[config.mk]
export PLATFORM = sky130hd
export DESIGN_NAME = decoder_rr_arbiter
export DESIGN_NICKNAME = d
export VERILOG_FILES = /design/src/rtl/decoder_arb_pkg.sv /design/src/rtl/decoder.sv /design/src/rtl/decoder_rr_arbiter.sv
export SDC_FILE = /design/constraint.sdc
export NUM_CORES = 1
export LEC_CHECK = 0
export CAP_MARGIN = 15
export CORE_AREA = 3 3 40 42
export DETAILED_ROUTE_END_ITERATION = 10
export DIE_AREA = 0 0 43 45
export PLACE_DENSITY_LB_ADDON = 0.15
export SLEW_MARGIN = 30
export SYNTH_ARGS = -nofsm -noshare
export SYNTH_HDL_FRONTEND = slang
export SYNTH_HIERARCHICAL = 1
export SYNTH_SLANG_ARGS = --single-unit
[constraint.sdc]
create_clock -name clk -period 4.65 [get_ports clk]
set_input_delay 0.93 -clock clk [delete_from_list [all_inputs] [get_ports clk]]
set_output_delay 0.93 -clock clk [all_outputs]
set_load 0.005 [all_outputs]
[src/rtl/decoder_arb_pkg.sv]
// Shared constants for the decoder round-robin arbiter: state encoding,
// requester count and grant index width.
package decoder_arb_pkg;

  localparam int unsigned N_REQ = 4;
  localparam int unsigned IDX_W = 2;

  localparam logic [1:0] IDLE  = 2'd0;
  localparam logic [1:0] GRANT = 2'd1;
  localparam logic [1:0] GAP   = 2'd2;

endpackage

[src/rtl/decoder.sv]
// Existing 2-to-4 one-hot decoder; {b, a} selects which y output is high.
module decoder (
  input  logic a,
  input  logic b,
  output logic y0,
  output logic y1,
  output logic y2,
  output logic y3
);

  assign y0 = ~b & ~a;
  assign y1 = ~b &  a;
  assign y2 =  b & ~a;
  assign y3 =  b &  a;

endmodule

[src/rtl/decoder_rr_arbiter.sv]
// Round-robin arbiter steering the shared 2-to-4 decoder among four requesters.
// Optional grant timeout is built when DECODER_ARB_TIMEOUT_EN is defined.
module decoder_rr_arbiter
  import decoder_arb_pkg::*;
#(
  parameter int unsigned HOLD_MAX = 16
) (
  input  logic             clk,
  input  logic             rst_n,
  input  logic [N_REQ-1:0] req,
  output logic             sel_a,
  output logic             sel_b,
  output logic [N_REQ-1:0] gnt,
  output logic             gnt_vld,
  output logic             to_pulse
);

  logic [1:0]       state_q, state_d;
  logic [IDX_W-1:0] last_q, last_d;
  logic [IDX_W-1:0] sel_q, sel_d;
  logic             vld_q, vld_d;
  logic [IDX_W-1:0] pick;
  logic             y0, y1, y2, y3;

`ifdef DECODER_ARB_TIMEOUT_EN
  localparam int unsigned CNT_W = 8;
  localparam logic [CNT_W-1:0] HOLD_LAST = CNT_W'(HOLD_MAX - 1);

  logic [CNT_W-1:0] cnt_q, cnt_d;
  logic             to_q, to_d;
`else
  logic unused_hold_max;
  assign unused_hold_max = ^8'(HOLD_MAX);
`endif

  // First set request at or after last+1, wrapping 3 -> 0.
  function automatic logic [IDX_W-1:0] rr_pick(input logic [N_REQ-1:0] r,
                                               input logic [IDX_W-1:0] last);
    logic [IDX_W-1:0] cand;
    logic             found;
    rr_pick = last;
    found   = 1'b0;
    for (int i = 1; i <= int'(N_REQ); i++) begin
      cand = last + IDX_W'(i);
      if (!found && r[cand]) begin
        rr_pick = cand;
        found   = 1'b1;
      end
    end
  endfunction

  assign pick = rr_pick(req, last_q);

  always_comb begin
    state_d = state_q;
    last_d  = last_q;
    sel_d   = sel_q;
    vld_d   = vld_q;
`ifdef DECODER_ARB_TIMEOUT_EN
    cnt_d   = cnt_q;
    to_d    = 1'b0;
`endif
    case (state_q)
      IDLE, GAP: begin
        if (|req) begin
          state_d = GRANT;
          sel_d   = pick;
          last_d  = pick;
          vld_d   = 1'b1;
`ifdef DECODER_ARB_TIMEOUT_EN
          cnt_d   = '0;
`endif
        end else begin
          state_d = IDLE;
          vld_d   = 1'b0;
        end
      end
      GRANT: begin
        if (!req[sel_q]) begin
          state_d = GAP;
          vld_d   = 1'b0;
        end
`ifdef DECODER_ARB_TIMEOUT_EN
        else if (cnt_q == HOLD_LAST) begin
          state_d = GAP;
          vld_d   = 1'b0;
          to_d    = 1'b1;
        end else begin
          cnt_d = cnt_q + CNT_W'(1);
        end
`endif
      end
      default: begin
        state_d = IDLE;
        vld_d   = 1'b0;
      end
    endcase
  end

  always_ff @(posedge clk) begin
    if (!rst_n) begin
      state_q <= IDLE;
      last_q  <= IDX_W'(N_REQ - 1);
      sel_q   <= '0;
      vld_q   <= 1'b0;
`ifdef DECODER_ARB_TIMEOUT_EN
      cnt_q   <= '0;
      to_q    <= 1'b0;
`endif
    end else begin
      state_q <= state_d;
      last_q  <= last_d;
      sel_q   <= sel_d;
      vld_q   <= vld_d;
`ifdef DECODER_ARB_TIMEOUT_EN
      cnt_q   <= cnt_d;
      to_q    <= to_d;
`endif
    end
  end

  decoder u_decoder (
    .a  (sel_q[0]),
    .b  (sel_q[1]),
    .y0 (y0),
    .y1 (y1),
    .y2 (y2),
    .y3 (y3)
  );

  assign sel_a   = sel_q[0];
  assign sel_b   = sel_q[1];
  assign gnt_vld = vld_q;
  assign gnt     = {y3, y2, y1, y0} & {N_REQ{vld_q}};

`ifdef DECODER_ARB_TIMEOUT_EN
  assign to_pulse = to_q;
`else
  assign to_pulse = 1'b0;
`endif

endmodule

-- Word level (Yosys, flattened, before mapping)
Index checks and enable logic that the tools add are counted.
- register bits: 7
- input bits: 6
- logic and storage cells: 55
- add/subtract/negate cells: 3
- order comparisons: 5
- eq/ne operators: 3
- mux-type cells: 23
- bitwise gates (word level): 7
- reductions and logical operators: 10
- operators by type and width (kind ; count):
    $lt A2 B3 Y1 const B ; 5
    $mux W1 ; 11
    $bmux W1 S2 ; 5
    $mux W2 ; 5
    $add A2 B2 Y2 const B ; 2
    $and A1 B1 Y1 ; 4
    $and A4 B4 Y4 ; 1
    $pmux W2 S2 ; 1
    $reduce_or A4 Y1 ; 1
    $logic_and A1 B1 Y1 ; 3
    $logic_not A1 Y1 ; 3
    $add A2 B1 Y2 const B ; 1
    $eq A2 B1 Y1 const B ; 1
    $eq A2 B2 Y1 const B ; 1
    $logic_not A2 Y1 ; 1
    $ne A2 B2 Y1 const B ; 1
    $not A1 Y1 ; 2
    $pmux W1 S2 ; 1
    $reduce_and A2 Y1 ; 1
    $reduce_or A2 Y1 ; 1

-- Logic depth before layout (Yosys ltp)
- word-level depth: 13
- depth in mapped cells: 6
- gate-level depth less buffers: 5

-- Modules after synthesis
Netlist, hierarchy kept.
- by module, submodules not included (module ; times used ; cells each ; area an instance (um2) ; seq. area each (um2)):
    decoder_rr_arbiter ; 1 ; 62 ; 488.0 ; 120.1
    decoder ; 1 ; 4 ; 26.3 ; 0.0

-- Worst setup path before layout
Ideal clock, no wire load.
- path kind: input port to flip-flop
- start: input req[3]
- end: register last_q[1]
- arrival time: 2047 ps
- required time: 4506 ps
- setup slack: 2460 ps
- stages on the path: 6
- cells stage by stage: buf_2 or3b_1 a2111oi_2 nor3_1 a21oi_2 a31oi_1
- word-level cells in the longest chain between the ends: 12
- elaborated cells between the ends (all ways): 23
- classes of those cells: 15 x mux; 8 x reduce/logical
- ends and longest elaborated chain (item ; RTL line ; text):
    start, declared ; decoder_rr_arbiter.sv:10 ; input logic [N_REQ-1:0] req,
    $bmux W1 S2 ; decoder_rr_arbiter.sv:45 ; if (!found && r[cand]) begin
    $mux W1 (not written as such) ; decoder_rr_arbiter.sv:45 ;
    $mux W1 ; decoder_rr_arbiter.sv:45 ;
    $logic_not A1 Y1 ; decoder_rr_arbiter.sv:45 ;
    $logic_and A1 B1 Y1 ; decoder_rr_arbiter.sv:45 ;
    $mux W1 ; decoder_rr_arbiter.sv:45 ;
    $logic_not A1 Y1 ; decoder_rr_arbiter.sv:45 ;
    $logic_and A1 B1 Y1 ; decoder_rr_arbiter.sv:45 ;
    $mux W1 ; decoder_rr_arbiter.sv:45 ;
    $logic_not A1 Y1 ; decoder_rr_arbiter.sv:45 ;
    $logic_and A1 B1 Y1 ; decoder_rr_arbiter.sv:45 ;
    $mux W2 ; decoder_rr_arbiter.sv:45 ;
    end signal, assigned ; decoder_rr_arbiter.sv:103 ; last_q <= IDX_W'(N_REQ - 1);
    end signal, assigned ; decoder_rr_arbiter.sv:112 ; last_q <= last_d;
    end, declared ; decoder_rr_arbiter.sv:19 ; logic [IDX_W-1:0] last_q, last_d;
Several ways; a longest one is shown, not always the timed one. The select of a mux whose other input is x is not followed.
A chain may end at the register's enable or synchronous reset.

-- Worst setup path after layout
- start: input req[3]
- end: register sel_q[1]
- word-level cells in the longest chain between the ends: 12
- elaborated cells between the ends (all ways): 23
- classes of those cells: 15 x mux; 8 x reduce/logical
- ends and longest elaborated chain (item ; RTL line ; text):
    $bmux W1 S2 ; decoder_rr_arbiter.sv:45 ;
    $mux W1 (not written as such) ; decoder_rr_arbiter.sv:45 ;
    $mux W1 ; decoder_rr_arbiter.sv:45 ;
    $logic_not A1 Y1 ; decoder_rr_arbiter.sv:45 ;
    $logic_and A1 B1 Y1 ; decoder_rr_arbiter.sv:45 ;
    $mux W1 ; decoder_rr_arbiter.sv:45 ;
    $logic_not A1 Y1 ; decoder_rr_arbiter.sv:45 ;
    $logic_and A1 B1 Y1 ; decoder_rr_arbiter.sv:45 ;
    $mux W1 ; decoder_rr_arbiter.sv:45 ;
    $logic_not A1 Y1 ; decoder_rr_arbiter.sv:45 ;
    $logic_and A1 B1 Y1 ; decoder_rr_arbiter.sv:45 ;
    $mux W2 ; decoder_rr_arbiter.sv:45 ;
    end signal, assigned ; decoder_rr_arbiter.sv:113 ; sel_q <= sel_d;
    end, declared ; decoder_rr_arbiter.sv:20 ; logic [IDX_W-1:0] sel_q, sel_d;
Several ways; a longest one is shown, not always the timed one. The select of a mux whose other input is x is not followed.

==> impl_metrics.env <==
export IMPL_outcome="completed"
export IMPL_die_width_microns=43
export IMPL_num_nets_final=84
export IMPL_design_die_area_sq_um=1940
export IMPL_cts_inserted_buffers=3
export IMPL_multi_input_area_sq_um=357
export IMPL_number_of_drc_violations_after_detailed_routing_iteration_0=13
export IMPL_drc=0
export IMPL_wire_length_per_cell_after_detailed_routing_microns=11.5
export IMPL_hpwl_microns=789
export IMPL_grt_start_max_net_pins=11
export IMPL_timing_critical_path_required_ps=4810
export IMPL_maxClockFrequency_mhz=401
export IMPL_r2r_worst_path_cells=5
export IMPL_synth_async_sr_flop_share_pct=0
export IMPL_cp_num_buf_inv=1
export IMPL_port_buffer_count=12
export IMPL_gr_total_overflow=0
export IMPL_yosysWarnings=6
export IMPL_leakagePower_nw=0.247
export IMPL_post_cts_setup_buffer_count=0
export IMPL_timing_max_cap_violations=0
export IMPL_finClkSkew_ps=2.30
export IMPL_worst_path_dominant_cell_family="compound AO/OA/AOI/OAI gates"
export IMPL_total_number_of_vias=481
export IMPL_worst_hold_path_type="flip-flop to flip-flop"
export IMPL_grt_busiest_layer="met2"
export IMPL_avgViaCountPerCell=5.29
export IMPL_yosys_cell_types_count=32
export IMPL_timing_critical_path_slowest_stage_cell="sky130_fd_sc_hd__clkdlybuf4s50_1"
export IMPL_clock_transition_at_path_regs_ps=50
export IMPL_grt_pass1_vias=424
export IMPL_ir_worst_vdd_v=0.000175
export IMPL_synth_ff_type="sky130_fd_sc_hd__dfxtp_1"
export IMPL_holdPathStages=1
export IMPL_netlist_top_cell_by_area="sky130_fd_sc_hd__dfxtp_1"
export IMPL_post_synth_instance_area_sq_um=514
export IMPL_register_area_sq_um=120
export IMPL_finalWeightedCongestion=0.832
export IMPL_finalSetupTns_ps=0
export IMPL_io_pins=14
export IMPL_cts_tree="yes"
export IMPL_synth_seq_area_share_pct=23.4
export IMPL_yosysTopAreaCellShare_pct=23.4
export IMPL_finalMaxSlewViolations=0
export IMPL_layout_filler_cells=143
export IMPL_regToRegStartpoint="last_q[1]$_SDFFE_PN1P_"
export IMPL_share_of_final_layout_standard_cells_stronger_than_drive_strength_1_pct=10.5
export IMPL_max_slew_worst_pin_slew_ps=649
export IMPL_antenna_diode_count=0
export IMPL_grtUsageTotal_pct=11.8
export IMPL_cts_max_path_buffers=2
export IMPL_finalSetupViolCount=0
export IMPL_met1_usage_pct=14.5
export IMPL_clkLatencyLatePin_ps=250
export IMPL_drt_pass1_iterations=4
export IMPL_wl_microns=1050
export IMPL_synth_edf_count=0
export IMPL_ys_top_cells_by_count="sky130_fd_sc_hd__a21oi_1 (7), sky130_fd_sc_hd__dfxtp_1 (6), sky130_fd_sc_hd__nand2_1 (6), sky130_fd_sc_hd__nor2_1 (6), sky130_fd_sc_hd__and2_1 (4)"
export IMPL_global_route_wire_length_before_repair_microns=1760
export IMPL_syn_to_final_growth_pct=26.3
export IMPL_finalCriticalPeriod_ps=2500
export IMPL_critPathMaxStageDelay_ps=650
export IMPL_start_util_pct=40.0
export IMPL_yosysMostFrequentCell="sky130_fd_sc_hd__a21oi_1"
export IMPL_regToRegSetupSlack_ps=3090
export IMPL_cp_cell_sequence="clkdlybuf4s50_1 -> nor2_1 -> a21oi_1 -> nand2_1 -> o32ai_1"
export IMPL_path_max_fanout=10
export IMPL_finalNonFillerCells=91
export IMPL_critical_path_reg2reg_endpoint="last_q[1]$_SDFFE_PN1P_"
export IMPL_placement_rows=13
export IMPL_ranking_of_synthesized_cells_by_area="sky130_fd_sc_hd__dfxtp_1 (23%), sky130_fd_sc_hd__a21oi_1 (6.8%), sky130_fd_sc_hd__mux4_1 (5.1%), sky130_fd_sc_hd__and2_1 (4.9%), sky130_fd_sc_hd__nand2_1 (4.4%)"
export IMPL_synthCells=66
export IMPL_ys_seq_elements=6
export IMPL_min_period_over_period_pct=53.7
export IMPL_critPathCaptureType="flip-flop"
export IMPL_fp_coreArea_sq_um=1280
export IMPL_whs_endpoint="state_q[1]$_SDFFE_PN0P_"
export IMPL_power_density_nw_per_um2=317
export IMPL_die_y_microns=45
export IMPL_cts_max_level=1
export IMPL_maxSlewHeadroom_pct=56.7
export IMPL_timing_hold_violations_final=0
export IMPL_setup_repair_after_global_routing_missed_its_margin="no"
export IMPL_synth_avg_cell_area_sq_um=7.79
export IMPL_criticalPathCategory="input pin to flip-flop"
export IMPL_syn_nets=72
export IMPL_worstPathArrival_ps=2650
export IMPL_startpoint_type="input pin"
export IMPL_clockRootBuffer="sky130_fd_sc_hd__clkbuf_4"
export IMPL_post_cts_hold_buffer_count=0
export IMPL_groute_layer_met2_usage_pct=19.8
export IMPL_antenna_violations_before_repair=0
export IMPL_gr_usage_met3_pct=4.78
export IMPL_cts_resized=0
export IMPL_placed_cells=88
export IMPL_hp_start="state_q[1]$_SDFFE_PN0P_"
export IMPL_clock_sinks=6
export IMPL_timing_critical_path_from="req[3]"
export IMPL_drt_antenna_violating_nets=0
[routing by layer]
| metal | wire length, microns | part of all wire (%) | vias up |
|---|---|---|---|
| li1 | - | - | 257 |
| met3 | 53 | 5.1 | 0 |
| met4 | 0 | 0 | 0 |
| met2 | 473 | 45 | 13 |
| met1 | 521 | 50 | 211 |
| met5 | 0 | 0 | - |
[cells in the final DEF (no fill, tap or decap), types with 2 or more instances in the layout]
master and instances:
sky130_fd_sc_hd__inv_1 3, sky130_fd_sc_hd__and2_1 4, sky130_fd_sc_hd__and4_1 2, sky130_fd_sc_hd__o21a_1 2, sky130_fd_sc_hd__nand2b_1 2, sky130_fd_sc_hd__clkbuf_4 3, sky130_fd_sc_hd__a21oi_1 7, sky130_fd_sc_hd__or3b_1 2
sky130_fd_sc_hd__nand3b_1 2, sky130_fd_sc_hd__nand2_1 6, sky130_fd_sc_hd__nor2_1 6, sky130_fd_sc_hd__dfxtp_1 6, sky130_fd_sc_hd__clkdlybuf4s50_1 12, sky130_fd_sc_hd__o21ai_0 2
[logic make-up (layout without fill, tap and decap cells)]
family | after synthesis | after routing | share of synthesized area [%]
compound gates | 17 | 17 | 24.3
xor+xnor | 1 | 1 | 1.70
buf+inv | 8 | 18 | 7.30
flops | 6 | 6 | 23.4
mux | 1 | 1 | 5.11
other cells | 1 | 1 | 0.729
simple gates | 32 | 32 | 37.5
[final cells by class]
class / instances / share of cell area (%)
Timing Repair Buffer: 12 / 18.5
Clock buffer: 3 / 3.47
Inverter: 3 / 1.73
Tap cell: 15 / 2.89
Sequential cell: 6 / 18.5
Multi-Input combinational cell: 52 / 54.9
[power by group]
part	total, mW	leakage (nW)	internal (mW)	switching (mW)
Clock	0.0491	0.0138	0.0293	0.0198
Sequential	0.0763	0.0498	0.0609	0.0155
Combinational	0.0803	0.184	0.0460	0.0343
[sequential cells by signal (all words and copies together) (netlist names)]
signal / flops
gnt_vld: 1
last_q: 2
sel_q: 2
state_q: 1
[how the worst max path moves through the flow]
| stage | endpoint | slack, ps | depth (start not counted) |
|---|---|---|---|
| finish | sel_q[1]$_SDFFE_PN0P_ | 2150 | 5 |
| global route | sel_q[1]$_SDFFE_PN0P_ | 1950 | 5 |
| CTS | sel_q[1]$_SDFFE_PN0P_ | 2190 | 5 |
| detailed placement | last_q[1]$_SDFFE_PN1P_ | 1930 | 6 |
| global placement | last_q[1]$_SDFFE_PN1P_ | 1940 | 6 |
| floorplan | last_q[1]$_SDFFE_PN1P_ | 2460 | 6 |
[worst register-to-register path, cell delays in order, from the launching register on]
cell and delay, ps:
sky130_fd_sc_hd__dfxtp_1 360, sky130_fd_sc_hd__or3b_1 400, sky130_fd_sc_hd__a2111oi_2 350, sky130_fd_sc_hd__nor3_1 110
sky130_fd_sc_hd__a21oi_2 140, sky130_fd_sc_hd__a31oi_1 50
[per-stage QoR]
step	util, %	cell area (sq um)	power, mW	hold slack (ps)	worst slack (ps)
after CTS	50.5	649	0.209	421	2190
after global routing	50.5	649	0.220	443	1950
after floorplan	-	514	0.129	390	2460
after global placement	48.8	627	0.158	410	1940
final	50.5	649	0.206	419	2150
after detailed placement	48.8	627	0.158	414	1930
(Power assumes the default switching activity.)
